$ cat src/rtl/bht_pkg.sv
// bht_pkg: shared FSM states, counter constants, saturating update and FIFO entry type for the BHT.
package bht_pkg;
  localparam int BHT_IDX_W = 4;
  localparam logic [1:0] SNT = 2'd0, WNT = 2'd1, WT = 2'd2, ST = 2'd3;
  typedef enum logic {INIT, RUN} state_t;
  typedef struct packed {
    logic [BHT_IDX_W-1:0] idx;
    logic                 taken;
  } upd_t;
  function automatic logic [1:0] sat_next(input logic [1:0] s, input logic t);
    return t ? (s == ST ? ST : s + 2'd1) : (s == SNT ? SNT : s - 2'd1);
  endfunction
endpackage

$ cat src/rtl/bht_update_fifo.sv
// bht_update_fifo: synchronous FIFO of resolved outcomes awaiting a free table slot.
module bht_update_fifo import bht_pkg::*; #(
  parameter int DEPTH = 4
) (
  input  logic                       clk,
  input  logic                       rst,
  input  logic                       push,
  input  logic                       pop,
  input  upd_t                       din,
  output upd_t                       dout,
  output logic                       full,
  output logic                       empty,
  output logic [$clog2(DEPTH):0]     count
);
  localparam int AW = $clog2(DEPTH);
  upd_t mem [DEPTH];
  logic [AW-1:0] wr, rd;
  assign full  = count == (AW+1)'(DEPTH);
  assign empty = count == '0;
  assign dout  = mem[rd];
  always_ff @(posedge clk or posedge rst)
    if (rst) begin
      wr    <= '0;
      rd    <= '0;
      count <= '0;
    end else begin
      if (push) wr <= wr + 1'b1;
      if (pop) rd <= rd + 1'b1;
      count <= count + (AW+1)'(push) - (AW+1)'(pop);
    end
  always_ff @(posedge clk)
    if (push) mem[wr] <= din;
endmodule

$ cat src/rtl/bht_controller.sv
// bht_controller: 2-bit branch history table sharing one access slot between lookups and queued updates.
// Define BHT_BYPASS_EN to apply an outcome directly when the FIFO is empty and the slot is idle.
module bht_controller import bht_pkg::*; #(
  parameter int         IDX_W      = BHT_IDX_W,
  parameter int         FIFO_DEPTH = 4,
  parameter logic [1:0] INIT_STATE = ST
) (
  input  logic                          clk,
  input  logic                          rst,
  input  logic                          req_valid,
  input  logic [IDX_W-1:0]              req_idx,
  output logic                          req_ready,
  output logic                          pred_valid,
  output logic                          pred_taken,
  output logic [1:0]                    pred_state,
  input  logic                          res_valid,
  input  logic [IDX_W-1:0]              res_idx,
  input  logic                          res_taken,
  output logic                          res_ready,
  output logic [$clog2(FIFO_DEPTH):0]   fifo_count,
  output logic                          init_done
);
  logic [1:0] tbl [2**IDX_W];
  state_t state;
  logic [IDX_W-1:0] ptr;
  logic run, full, empty, lookup, res_acc, bypass, push, pop;
  upd_t head, din;
  assign run       = state == RUN;
  assign init_done = run;
  assign req_ready = run & !full;
  assign res_ready = run & !full;
  assign lookup    = req_valid & req_ready;
  assign res_acc   = res_valid & res_ready;
`ifdef BHT_BYPASS_EN
  assign bypass    = res_acc & empty & !lookup;
`else
  assign bypass    = 1'b0;
`endif
  assign push      = res_acc & !bypass;
  // full forces lookup low, so the head drains whenever the slot is not taken by a lookup
  assign pop       = run & !lookup & !empty;
  assign din       = '{idx: res_idx, taken: res_taken};
  assign pred_taken = pred_state[1];
  bht_update_fifo #(.DEPTH(FIFO_DEPTH)) u_fifo (
    .clk(clk), .rst(rst), .push(push), .pop(pop), .din(din),
    .dout(head), .full(full), .empty(empty), .count(fifo_count)
  );
  always_ff @(posedge clk or posedge rst)
    if (rst) begin
      state <= INIT;
      ptr   <= '0;
    end else if (!run) begin
      ptr <= ptr + 1'b1;
      if (ptr == '1) state <= RUN;
    end
  always_ff @(posedge clk)
    if (!run) tbl[ptr] <= INIT_STATE;
    else if (pop) tbl[head.idx] <= sat_next(tbl[head.idx], head.taken);
    else if (bypass) tbl[res_idx] <= sat_next(tbl[res_idx], res_taken);
  always_ff @(posedge clk or posedge rst)
    if (rst) begin
      pred_valid <= 1'b0;
      pred_state <= '0;
    end else begin
      pred_valid <= lookup;
      if (lookup) pred_state <= tbl[req_idx];
    end
endmodule

$ cat config.mk
export PLATFORM = sky130hd
export DESIGN_NAME = bht_controller
export DESIGN_NICKNAME = d
export VERILOG_FILES = /design/src/rtl/bht_pkg.sv /design/src/rtl/bht_update_fifo.sv /design/src/rtl/bht_controller.sv
export SDC_FILE = /design/constraint.sdc
export NUM_CORES = 1
export LEC_CHECK = 0
export ABC_AREA = 1
export ABC_CLOCK_PERIOD_IN_PS = 2400
export BUFFER_PORTS_ARGS = -buffer_cell sky130_fd_sc_hd__buf_4
export CORE_UTILIZATION = 57
export CTS_CLUSTER_DIAMETER = 120
export CTS_CLUSTER_SIZE = 8
export DETAILED_ROUTE_END_ITERATION = 7
export PLACE_DENSITY = 0.76
export SLEW_MARGIN = 15
export SYNTH_ARGS = -nofsm -noshare
export SYNTH_HDL_FRONTEND = slang
export SYNTH_SLANG_ARGS = --single-unit
export TNS_END_PERCENT = 50
$ cat constraint.sdc
create_clock -name clk -period 2.4 [get_ports clk]
set_clock_uncertainty 0.15 [all_clocks]
set_input_delay 0.12 -clock clk [delete_from_list [all_inputs] [get_ports clk]]
set_output_delay 0.12 -clock clk [all_outputs]
set_load 0.02 [all_outputs]
# Yosys cells after proc, flatten, opt, wreduce, memory -nomap -nowiden
# Memories as Yosys holds them, arrays and structs flattened. A register that Yosys moved wholly into a read port is not among the register bits.
# Index checks and enable logic that the tools add are counted.
# word_totals
regBits	13
mem_bits_rw	52
input_bits	13
out_inout_bits	10
elab_cells	43
n_memories	2
# op_classes
n_addsub	7
n_eq_ne	3
muxes	14
n_bitwise	5
n_reduce_logical	6
# memory_table
name	depth	width	read_ports	rd_ports_with_merged_regs	wr	line	text
tbl	16	2	2	1	1	bht_controller.sv:23	logic [1:0] tbl [2**IDX_W];
u_fifo.mem	4	5	1	0	1	bht_update_fifo.sv:16	upd_t mem [DEPTH];
# ops
operator	count
$mux 1	9
$mux 2	4
$add 2x1->2 const B	3
$and 1x1->1	5
$add 4x1->4 const B	1
$eq 4x4->1 const B	1
$mux 4	1
$add 3x1->3	1
$eq 3x3->1 const B	1
$logic_not 1->1	3
$logic_not 3->1	1
$sub 3x1->3	1
$eq 2x2->1 const B	1
$logic_not 2->1	1
$reduce_or 2->1	1
$sub 2x1->2 const B	1

# Depth between registers and ports, before layout
# Gate-level depths: netlist of run 1.
# logic_depth
depth_word	12
ltp_mapped	13
depth_no_buf	13

# Modules after synthesis
# From an unflattened synthesis of run 1, not the netlist that was laid out.
# hier_totals
hier_cells	389
area_unflattened_um2	3529.6
# by_module_without_submodules
mod	n_inst	cells_each	area_per_inst_um2	seq_area_each_um2
bht_controller	1	265	2279.7	1161.1
bht_update_fifo	1	124	1249.9	775.7

# Worst setup path before layout of run 1
# Ideal clock, no wire load.
# synth_path
kind	register to register
startpoint	reg u_fifo.count[1]
endpoint	reg u_fifo.count[2]
setup_time_ns	0.132
arrival_time_ns	2.012
required_ns	2.118
setup_slack_ns	0.106
path_stages_with_launch	11
path_buffers	0
period_less_slack_ns	2.294
path_cell_list	dfrtp_1 > nor2_1 > nand2_1 > nand2_1 > inv_1 > nand2_1 > inv_1 > ha_1 > fa_1 > xnor2_1 > xor2_1
# synth_via
elab_cells_between_ends	12
cone_classes	add/sub: 2; eq/ne: 1; bitwise: 5; reduce/logical: 4
# synth_lines
element	line	text
from (decl)	bht_update_fifo.sv:13	output logic [$clog2(DEPTH):0] count
from (signal assigned)	bht_update_fifo.sv:29	count <= count + (AW+1)'(push) - (AW+1)'(pop);
$eq 3x3->1	bht_update_fifo.sv:18	assign full = count == (AW+1)'(DEPTH);
$logic_not 1->1	bht_controller.sv:30	assign req_ready = run & !full;
$and 1x1->1	bht_controller.sv:30	
net req_ready	bht_controller.sv:12	output logic req_ready,
$and 1x1->1	bht_controller.sv:33	assign res_acc = res_valid & res_ready;
net push	bht_controller.sv:26	logic run, full, empty, lookup, res_acc, bypass, push, pop;
$add 3x1->3	bht_update_fifo.sv:29	
$sub 3x1->3	bht_update_fifo.sv:29	
# The timed path passes the listed nets, and every way through them passes these cells.
# A chain may end at the register's enable or synchronous reset.

# Final worst setup path of run 1
# layout_path
startpoint	reg u_fifo.rd[0]
endpoint	mem tbl[2][1] (data pin)
# layout_via
elab_chain_cells	6
elab_cells_between_ends	10
cone_classes	add/sub: 2; eq/ne: 1; mux: 4; reduce/logical: 1; memory: 2
# layout_rtl
element	line	text
from (decl)	bht_update_fifo.sv:17	logic [AW-1:0] wr, rd;
from (signal assigned)	bht_update_fifo.sv:28	if (pop) rd <= rd + 1'b1;
$mem_v2 4x5 (*)	n/a	
$mem_v2 16x2	n/a	
$sub 2x1->2, or another cell as far along	bht_pkg.sv:11	return t ? (s == ST ? ST : s + 2'd1) : (s == SNT ? SNT : s - 2'd1);
$mux 2	bht_pkg.sv:11	
$mux 2 (*)	bht_pkg.sv:11	
$mux 2 (no source line) (*)	n/a	
to (decl)	bht_controller.sv:23	
# Every way passes the cells marked *; elsewhere a longest branch is shown, timed or not.

==> results.sh, run 1 <==
export IMPL_fin_hold_ws_ns=0.0685
export IMPL_power_leakage_nw=1.72
export IMPL_wl_microns=7800
export IMPL_syn2layout_area_growth_pct=22.9
export IMPL_synth_edf_count=52
export IMPL_num_rows=27
export IMPL_post_route_util=0.738
export IMPL_timing_rr_start="u_fifo.rd[0]$_DFFE_PP0P_"
export IMPL_cts_root_buffer="clkbuf_8"
export IMPL_timing_critical_path_mode_cell="nand2_1"
export IMPL_grt_overflow=0
export IMPL_wl_per_cell_microns=16.6
export IMPL_dpl_hpwl_microns=5160
export IMPL_hold_path_class="primary input to flop"
export IMPL_crit_fanout=16
export IMPL_ys_warn_count=0
export IMPL_drc_errors=0
export IMPL_fin_ws_ns=0.0551
export IMPL_ioPinCount=23
export IMPL_slew_headroom=0.580
export IMPL_path_class="flop to flop"
export IMPL_syn_cell_area_sq_um=3340
export IMPL_pre_cts_ws_ns=0.108
export IMPL_slew_viol_final=0
export IMPL_synthesis_nets=365
export IMPL_gp_congestion=0.857
export IMPL_synth_compound_area_frac=0.0707
export IMPL_cp_start_kind="flop"
export IMPL_antenna_left=0
export IMPL_tightest_slew_ns=0.630
export IMPL_syn_area_per_cell_sq_um=9.72
export IMPL_cp_data_required_time_ns=2.35
export IMPL_synth_simple_gate_area_frac=0.223
export IMPL_period_minus_slack_ns=2.34
export IMPL_hp_start="req_idx[3]"
export IMPL_start_util=0.600
export IMPL_routed_via_density=5.71
export IMPL_die_x_microns=78.6
export IMPL_endpoint_kind="flop"
export IMPL_hold_viol=0
export IMPL_synthCells=344
export IMPL_ys_flop_type="edfxtp_1"
export IMPL_final_layout_size_suffix_gt1_frac=0.214
export IMPL_clock_path_buffers=2
export IMPL_ys_types=32
export IMPL_critPathLaunch="u_fifo.rd[0]$_DFFE_PP0P_"
export IMPL_dieArea_sq_um=6180
export IMPL_synth_seq_cells=67
export IMPL_setup_violations=0
export IMPL_drtIter0Drc=325
export IMPL_power_w=0.00570
export IMPL_die_h_microns=78.6
export IMPL_timing_max_cap_violations=0
export IMPL_synth_top_family_by_area="simple AND/OR/NAND/NOR gates"
export IMPL_clk_latency_ns=0.35
export IMPL_grt_pass1_wl_microns=12000
export IMPL_grt_pass1_vias=2517
export IMPL_synth_top_area_cell="edfxtp_1"
export IMPL_yosysSeqAreaShare=0.579
export IMPL_numCtsBuffers=9
export IMPL_fmax_mhz=426
export IMPL_cts_tree="yes"
export IMPL_clk_pin_slew_ns=0.08
export IMPL_diodes=0
export IMPL_grt_antenna_before_repair=0
export IMPL_async_reset_ff_frac=0.224
export IMPL_ir_worst_vdd_v=0.000742
export IMPL_drtPass1Iterations=6
export IMPL_synth_xor_area_frac=0.0157
export IMPL_finalCritPeriodShare=0.977
export IMPL_grt_max_degree=19
export IMPL_synth_top_area_frac=0.467
export IMPL_cpPeakStageDelay_ns=0.46
export IMPL_ys_top_cells_by_count="77 x nand2_1, 52 x edfxtp_1, 45 x nand3_1, 45 x nor2_1, 35 x inv_1"
export IMPL_io_buffers=22
export IMPL_core_sq_um=5570
export IMPL_yosysMostFrequentCell="nand2_1"
export IMPL_synthTopCellsByArea="edfxtp_1 47%, dfrtp_1 11%, nand2_1 8.6%, nand3_1 6.7%, nor2_1 5.1%"
export IMPL_n_fill_cell=392
export IMPL_cts_num_sinks=67
export IMPL_synth_adder_area_share=0.0322
export IMPL_crit_chain="buf_12, nand2_1, nand2_1, o21ai_4, nand3_1, nand3_1, nand3_1, nand2_1, nand2_1, nand2_1, nand2_1, buf_12"
export IMPL_nets=413
export IMPL_cp_slowest_cell="dfrtp_2"
export IMPL_pwr_density_cell_nw_per_um2=1390
export IMPL_critPathArrivalTime_ns=2.29
export IMPL_synthMuxAreaShare=0.0150
export IMPL_htree_levels=3
export IMPL_grt_use_total=0.266
export IMPL_vias=2677
export IMPL_status="complete, no violations"
through the flow:
| step | cell area [sq um] | setup TNS [ns] | instances |
|---|---|---|---|
| 3_5_place_dp | 3670 | 0 | 442 |
| 3_3_place_gp | 3670 | 0 | 442 |
| 2_1_floorplan | 3340 | 0 | 344 |
| 6_report | 4110 | 0 | 469 |
| 5_1_grt | 4110 | -2.20 | 469 |
| 4_1_cts | 3970 | 0 | 466 |
layer usage:
| layer | GRT usage | routed length [microns] | vias up |
|---|---|---|---|
| met2 | 0.420 | 3810 | 120 |
| met5 | 0 | 0 | - |
| met1 | 0.343 | 3330 | 1278 |
| li1 | - | - | 1260 |
| met3 | 0.0547 | 512 | 19 |
| met4 | 0.144 | 148 | 0 |
power by group:
group / total, W / internal [W] / switching, W / leakage, nW
clock: 0.00104 / 0.000609 / 0.000428 / 0.109
sequential: 0.00185 / 0.00170 / 0.000148 / 0.641
combinational: 0.00282 / 0.00107 / 0.00175 / 0.973
sequential cells by signal, summed over array words and instances (netlist names):
| register | flops |
|---|---|
| u_fifo.rd | 2 |
| pred_state | 2 |
| u_fifo.mem | 20 |
| tbl | 32 |
| init_done | 1 |
| u_fifo.wr | 2 |
| pred_valid | 1 |
| u_fifo.count | 3 |
| ptr | 4 |
area by class of cell:
class	instances	area, sq um	share of cell area
clock buffer	11	141	0.0344
sequential	67	1940	0.471
timing repair buffer	46	410	0.0998
tap	72	90.1	0.0219
multi-input combinational	228	1300	0.316
inverter	40	155	0.0377
clock inverter	5	76.3	0.0186
path summary, 6_finish.rpt:
kind	slack, ns	cells past startpoint	endpoint
worst max-delay path	0.06	12	tbl[2][1]$_DFFE_PP_
worst min-delay path	0.07	5	pred_state[1]$_DFFE_PP0P_
worst max register to register	0.06	12	tbl[2][1]$_DFFE_PP_
worst min register to register	0.38	1	u_fifo.count[2]$_DFF_PP0_
max in group asynchronous	1.39	3	u_fifo.rd[0]$_DFFE_PP0P_
min in group asynchronous	0.27	3	pred_valid$_DFF_PP0_
worst max-delay path, delay by kind of cell, from the launching register on:
family,cells,cell delay [ns]
AND/OR/NAND/NOR,9,0.88
AO/OA/AOI/OAI,1,0.27
buffers and inverters,2,0.32
flip-flops,1,0.46
cell families (layout without fill, tap and decap cells):
logic type / after synthesis / count (layout)
simple gates: 175 / 175
buf+inv: 49 / 102
xor+xnor: 6 / 6
fa+ha+maj: 8 / 8
compound gates: 34 / 34
flops: 67 / 67
mux: 5 / 5
placed cells by master (no fill, tap or decap), types with 2 or more instances in the layout:
| master | instances |
|---|---|
| bufinv_16 | 2 |
| ha_1 | 7 |
| nor2_4 | 3 |
| nor2_1 | 31 |
| a32oi_1 | 2 |
| buf_12 | 3 |
| nand2_1 | 76 |
| o211ai_1 | 4 |
| mux2i_1 | 5 |
| o32ai_1 | 2 |
| buf_6 | 2 |
| clkbuf_8 | 10 |
| or2_2 | 3 |
| nand3_4 | 3 |
| dfrtp_1 | 14 |
| o21ai_0 | 14 |
| o21ai_2 | 3 |
| edfxtp_1 | 52 |
| o221ai_1 | 5 |
| buf_4 | 33 |
| clkinv_1 | 3 |
| nor2_2 | 11 |
| inv_2 | 2 |
| xor2_1 | 4 |
| inv_1 | 35 |
| dlygate4sd3_1 | 8 |
| nand3_1 | 43 |
| inv_4 | 2 |
what timing repair did:
action / in CTS / in global routing
hold endpoints to repair: 38 / 0
resized for setup: 0 / 33
setup endpoints to repair: 0 / 65
hold buffers: 8 / 0
buffers inserted: 0 / 3
Note: power is estimated with default switching activity, not from simulation.
==> run 2: changes to the inputs <==
--- a/config.mk
+++ b/config.mk
@@ -12,7 +12,7 @@
 export CTS_CLUSTER_DIAMETER = 120
 export CTS_CLUSTER_SIZE = 8
 export DETAILED_ROUTE_END_ITERATION = 7
-export PLACE_DENSITY = 0.76
+export PLACE_DENSITY = 0.78
 export SLEW_MARGIN = 15
 export SYNTH_ARGS = -nofsm -noshare
 export SYNTH_HDL_FRONTEND = slang
==> run 2 against run 1 <==
Compared with the run above: critical path depth down 3; cell area down 3.1%; largest cell class unchanged; clock power down 10%; die area unchanged.
==> results.sh, run 2 (same netlist as run 1, synthesis figures left out) <==
export IMPL_use_met1=0.336
export IMPL_dpl_hpwl_microns=5220
export IMPL_htree_levels=3
export IMPL_cpPeakStageDelay_ns=0.42
export IMPL_grt_max_degree=19
export IMPL_multi_input_area_sq_um=1260
export IMPL_slew_headroom=0.546
export IMPL_largest_reg_flops=32
export IMPL_die_h_microns=78.6
export IMPL_slew_viol_final=0
export IMPL_grt_busiest_layer="met2"
export IMPL_clk_latency_ns=0.35
export IMPL_register_area_sq_um=1940
export IMPL_path_class="flop to flop"
export IMPL_wl_microns=7520
export IMPL_core_sq_um=5570
export IMPL_fin_hold_ws_ns=0.0658
export IMPL_crit_buf_inv=1
export IMPL_ioPinCount=23
export IMPL_routed_via_density=5.71
export IMPL_timing_max_cap_violations=0
export IMPL_use_met2=0.434
export IMPL_grt_overflow=0
export IMPL_hp_start="req_idx[3]"
export IMPL_crit_fanout=4
export IMPL_cts_num_sinks=67
export IMPL_top_register="tbl"
export IMPL_start_util=0.600
export IMPL_final_layout_size_suffix_gt1_frac=0.197
export IMPL_diodes=0
export IMPL_hold_viol=0
export IMPL_timing_critical_path_mode_cell="ha_1"
export IMPL_hold_path_class="primary input to flop"
export IMPL_clk_pin_slew_ns=0.07
export IMPL_finalCritPeriodShare=0.944
export IMPL_setup_violations=0
export IMPL_cp_data_required_time_ns=2.48
export IMPL_crit_family="adder cells"
export IMPL_num_rows=27
export IMPL_timing_rr_start="u_fifo.count[1]$_DFF_PP0_"
export IMPL_grt_antenna_before_repair=0
export IMPL_use_met3=0.0686
export IMPL_grt_use_total=0.268
export IMPL_reg2reg_depth=9
export IMPL_drc_errors=0
export IMPL_final_common_cell="nand2_1"
export IMPL_wl_per_cell_microns=16.2
export IMPL_gp_congestion=0.973
export IMPL_cts_tree="yes"
export IMPL_r2r_end="u_fifo.count[2]$_DFF_PP0_"
export IMPL_status="complete, no violations"
export IMPL_clock_path_buffers=2
export IMPL_vias=2646
export IMPL_reg_top3="tbl (32), u_fifo.mem (20), ptr (4)"
export IMPL_drtIter0Drc=253
export IMPL_hold_path_depth=5
export IMPL_io_buffers=22
export IMPL_grt_pass1_wl_microns=12000
export IMPL_numCtsBuffers=9
export IMPL_power_leakage_nw=1.67
export IMPL_antenna_left=0
export IMPL_cp_slowest_cell="dfrtp_1"
export IMPL_fmax_mhz=441
export IMPL_syn2layout_area_growth_pct=19.1
export IMPL_cp_start_kind="flop"
export IMPL_cts_root_buffer="clkbuf_8"
export IMPL_ir_worst_vdd_v=0.000795
export IMPL_rsz0062_at_grt="no"
export IMPL_die_x_microns=78.6
export IMPL_crit_chain="nor2_1, o21ai_0, and2_4, ha_1, inv_1, ha_1, fa_2, xnor2_2, xor2_1"
export IMPL_final_cell_mix="76 x nand2_1, 52 x edfxtp_1, 43 x nand3_1, 36 x nor2_1, 35 x inv_1"
export IMPL_tightest_slew_ns=0.672
export IMPL_n_fill_cell=406
export IMPL_period_minus_slack_ns=2.27
export IMPL_grt_pass1_vias=2577
export IMPL_drtPass1Iterations=5
export IMPL_critPathArrivalTime_ns=2.35
export IMPL_final_setup_tns_ns=0
export IMPL_dieArea_sq_um=6180
export IMPL_cts_setup_buffers=0
export IMPL_nets=407
export IMPL_pwr_density_cell_nw_per_um2=1340
export IMPL_endpoint_kind="flop"
export IMPL_rrSetupSlack_ns=0.13
export IMPL_worstHoldEndpoint="pred_state[1]$_DFFE_PP0P_"
==> run 2: power breakdown <==
part | internal, W | switching, W
sequential | 0.00170 | 0.000148
combinational | 0.000938 | 0.00163
clock | 0.000486 | 0.000445
total | 0.00312 | 0.00223
==> run 2: routing by layer <==
| metal | wire length [microns] | share of wire |
|---|---|---|
| met4 | 182 | 0.024 |
| met2 | 3750 | 0.50 |
| met5 | 0 | 0 |
| met1 | 3050 | 0.41 |
| met3 | 532 | 0.071 |
==> run 2: tightest hold or removal path, stage by stage <==
cell	delay [ns]
buf_4	0.10
nand3_1	0.09
nand2_1	0.11
nand2_1	0.06
nand2_1	0.05
==> run 2: layout make-up <==
cell class                 count  area share
multi-input combinational    228       0.316
clock inverter                 7      0.0192
tap                           72      0.0226
inverter                      40      0.0383
clock buffer                   9      0.0311
sequential                    67       0.486
timing repair buffer          40      0.0867
==> run 2: worst max-delay path by stage <==
stage	startpoint	endpoint	cells past startpoint
after detailed placement	u_fifo.rd[0]$_DFFE_PP0P_	tbl[9][1]$_DFFE_PP_	10
after global routing	u_fifo.count[1]$_DFF_PP0_	u_fifo.count[2]$_DFF_PP0_	10
after global placement	u_fifo.count[1]$_DFF_PP0_	u_fifo.count[2]$_DFF_PP0_	9
final	u_fifo.count[1]$_DFF_PP0_	u_fifo.count[2]$_DFF_PP0_	9
after CTS	u_fifo.rd[0]$_DFFE_PP0P_	tbl[9][1]$_DFFE_PP_	10
after floorplan	u_fifo.count[1]$_DFF_PP0_	u_fifo.count[2]$_DFF_PP0_	10
==> run 2: repair_timing <==
item / 4_1_cts / 5_1_grt
hold endpoints to repair: 40 / 0
hold buffers: 8 / 0
setup endpoints to repair: 0 / 63
resized for setup: 0 / 21
==> run 2: metrics by stage <==
stage | setup WS [ns] | instances | total power [W] | util | cell area [sq um]
after floorplan | 0.106 | 344 | 0.00343 | - | 3340
after global placement | 0.149 | 439 | 0.00419 | 0.652 | 3640
after detailed placement | 0.0745 | 439 | 0.00423 | 0.652 | 3640
after CTS | 0.0561 | 463 | 0.00519 | 0.703 | 3920
after global routing | 0.0215 | 463 | 0.00568 | 0.715 | 3980
final | 0.134 | 463 | 0.00535 | 0.715 | 3980
==> run 3: changes to the inputs <==
--- a/config.mk
+++ b/config.mk
@@ -5,7 +5,6 @@
 export SDC_FILE = /design/constraint.sdc
 export NUM_CORES = 1
 export LEC_CHECK = 0
-export ABC_AREA = 1
 export ABC_CLOCK_PERIOD_IN_PS = 2400
 export BUFFER_PORTS_ARGS = -buffer_cell sky130_fd_sc_hd__buf_4
 export CORE_UTILIZATION = 57
==> run 3 against run 2 <==
Compared with the run above: non-clock buffer count up 11; worst hold slack worse by 0.016 ns; clock power up 9.6%; the run now ends with setup timing left; synthesized cell count down 38%; combinational power is 14% higher.
==> results.sh, run 3 <==
export IMPL_ys_flop_type="edfxtp_1"
export IMPL_slew_viol_final=0
export IMPL_crit_family="multiplexers"
export IMPL_io_buffers=22
export IMPL_core_sq_um=5470
export IMPL_status="complete, but fails checks"
export IMPL_power_frac_seq=0.333
export IMPL_grt_pass1_wl_microns=11300
export IMPL_clock_path_buffers=2
export IMPL_p_switching_w=0.00216
export IMPL_cts_num_sinks=67
export IMPL_wl_per_cell_microns=21.4
export IMPL_intPower_w=0.00376
export IMPL_reg_top3="tbl (32), u_fifo.mem (20), ptr (4)"
export IMPL_synth_adder_area_share=0.0334
export IMPL_syn2layout_area_growth_pct=24.8
export IMPL_ys_top_cells_by_count="52 x edfxtp_1, 21 x nor2_1, 18 x mux2i_1"
export IMPL_tightest_slew_ns=0.661
export IMPL_ys_types=41
export IMPL_pwr_share_clk=0.171
export IMPL_grt_overflow=0
export IMPL_period_minus_slack_ns=2.67
export IMPL_grt_use_total=0.268
export IMPL_post_route_util=0.735
export IMPL_endpoint_kind="flop"
export IMPL_yosysSeqAreaShare=0.601
export IMPL_vias=2080
export IMPL_gp_congestion=0.942
export IMPL_cp_data_required_time_ns=2.34
export IMPL_synth_top_area_cell="edfxtp_1"
export IMPL_hold_path_class="primary input to flop"
export IMPL_start_util=0.589
export IMPL_setup_violations=64
export IMPL_drtIter0Drc=161
export IMPL_combPwrFrac=0.496
export IMPL_finalCritPeriodShare=1.11
export IMPL_synth_simple_gate_area_frac=0.0706
export IMPL_routed_via_density=6.10
export IMPL_fmax_mhz=375
export IMPL_syn_cell_area_sq_um=3220
export IMPL_cp_slowest_cell="mux4_2"
export IMPL_cts_tree="yes"
export IMPL_final_cell_mix="52 x edfxtp_1, 39 x buf_4, 16 x mux2i_1, 15 x mux4_2, 14 x dfrtp_1"
export IMPL_antenna_left=0
export IMPL_final_common_cell="edfxtp_1"
export IMPL_crit_buf_inv=2
export IMPL_synth_seq_cells=67
export IMPL_cp_start_kind="flop"
export IMPL_cts_root_buffer="clkbuf_8"
export IMPL_nets=285
export IMPL_fin_hold_ws_ns=0.0496
export IMPL_async_reset_ff_frac=0.224
export IMPL_synth_compound_area_frac=0.0520
export IMPL_synth_edf_count=52
export IMPL_largest_reg_flops=32
export IMPL_synthCells=213
export IMPL_path_class="flop to flop"
export IMPL_htree_levels=3
export IMPL_critPathArrivalTime_ns=2.61
export IMPL_drtPass1Iterations=6
export IMPL_syn_area_per_cell_sq_um=15.1
export IMPL_synth_xor_area_frac=0.0217
export IMPL_synthTopCellsByArea="edfxtp_1 48%, dfrtp_1 12%, mux4_2 9.8%, mux2i_1 5.6%, ha_1 2.7%"
export IMPL_fin_cells=341
export IMPL_hold_viol=0
export IMPL_die_x_microns=77.2
export IMPL_timing_max_cap_violations=0
export IMPL_grt_antenna_before_repair=0
export IMPL_synth_top_area_frac=0.484
export IMPL_grt_max_degree=17
export IMPL_crit_chain="mux4_2, buf_4, mux2i_1, o22a_1, a21oi_4, nor4_4, a31oi_4, buf_12"
export IMPL_yosysMostFrequentCell="edfxtp_1"
export IMPL_diodes=0
export IMPL_dp_cells=309
export IMPL_grt_pass1_vias=2091
export IMPL_top_register="tbl"
export IMPL_ir_worst_vdd_v=0.000834
export IMPL_violations="setup timing"
export IMPL_synth_top_family_by_area="multiplexers"
export IMPL_drc_errors=0
export IMPL_synthesis_nets=234
export IMPL_power_leakage_nw=1.53
export IMPL_numCtsBuffers=9
export IMPL_crit_fanout=13
export IMPL_synthMuxAreaShare=0.184
export IMPL_p_sw_frac=0.365
export IMPL_cpPeakStageDelay_ns=0.60
export IMPL_die_h_microns=77.2
export IMPL_clk_latency_ns=0.34
export IMPL_final_layout_size_suffix_gt1_frac=0.387
export IMPL_num_rows=27
export IMPL_pwr_density_cell_nw_per_um2=1470
export IMPL_clk_pin_slew_ns=0.07
export IMPL_dieArea_sq_um=5960
export IMPL_ioPinCount=23
export IMPL_dpl_hpwl_microns=4660
export IMPL_wl_microns=7300
export IMPL_slew_headroom=0.559
export IMPL_rsz0062_at_grt="yes"
export IMPL_ys_warn_count=0
export IMPL_fin_ws_ns=-0.267
[run 3: cell count changes after synthesis, sizes merged, moves of 5 or more]
cell	delta
nand3	-45
nor2	-24
inv	-28
mux2	+6
o21ai	-15
xnor2	+6
mux4	+15
mux2i	+13
o221ai	-5
nand2	-68
[run 3: cell families after synthesis]
| kind of cell | Yosys count |
|---|---|
| compound gates | 21 |
| xor+xnor | 8 |
| fa+ha+maj | 8 |
| buf+inv | 23 |
| flops | 67 |
| mux | 39 |
| simple gates | 47 |
[run 3: stage by stage]
stage / power, W / setup slack [ns] / TNS (ns) / area, sq um
floorplan: 0.00364 / -0.143 / -4.74 / 3260
global placement: 0.00428 / -0.219 / -6.67 / 3550
detailed placement: 0.00435 / -0.251 / -7.83 / 3550
CTS: 0.00574 / -0.218 / -7.07 / 3980
global route: 0.00618 / -0.329 / -15.22 / 4020
finish: 0.00592 / -0.267 / -11.70 / 4020
[run 3: path summary, 6_finish.rpt]
kind                       slack (ns)                        end                      start  depth (start not counted)
max                             -0.27        tbl[3][1]$_DFFE_PP_   u_fifo.rd[0]$_DFFE_PP0P_                          8
min                              0.05  pred_state[1]$_DFFE_PP0P_                 req_idx[3]                          3
max reg2reg                     -0.27        tbl[3][1]$_DFFE_PP_   u_fifo.rd[0]$_DFFE_PP0P_                          8
min reg2reg                      0.37  pred_state[0]$_DFFE_PP0P_  pred_state[0]$_DFFE_PP0P_                          1
max in group asynchronous        1.34   u_fifo.rd[0]$_DFFE_PP0P_                        rst                          3
min in group asynchronous        0.29   u_fifo.rd[1]$_DFFE_PP0P_                        rst                          3
[run 3: layer usage]
| metal | track usage | routed length [microns] |
|---|---|---|
| met2 | 0.427 | 3600 |
| met4 | 0.143 | 225 |
| met5 | 0 | 0 |
| met1 | 0.351 | 2910 |
| met3 | 0.0464 | 567 |
[run 3: worst register-to-register path: cells and delay by family (launching register included)]
family	cells	cell delay (ns)
simple gates	1	0.35
flops	1	0.42
buf+inv	2	0.35
mux	2	0.77
compound gates	3	0.39
[run 3: power groups by stage]
stage                     clock network (W)  registers, W  logic [W]
after CTS                           0.00102       0.00196    0.00276
after global routing                0.00106       0.00199    0.00313
after detailed placement                  0       0.00197    0.00238
after floorplan                           0       0.00196    0.00167
after global placement                    0       0.00195    0.00233
final                               0.00102       0.00197    0.00294
[run 3: cell type report]
class / count / area, sq um
clock buffers: 9 / 124
clock inverters: 7 / 92.6
fillers: 352 / 1450
inverters: 11 / 43.8
well taps: 72 / 90.1
multi-input cells: 124 / 1300
repair buffers: 51 / 437
flip-flops and latches: 67 / 1940
[run 3: what timing repair did]
| item | CTS | global route |
|---|---|---|
| setup buffers | 8 | 1 |
| pin swaps | 4 | 3 |
| hold buffers | 7 | 0 |
| endpoints found under the setup margin | 46 | 65 |
| resized for setup | 16 | 10 |
| cloned | 1 | 0 |
| endpoints found under the hold margin | 36 | 0 |
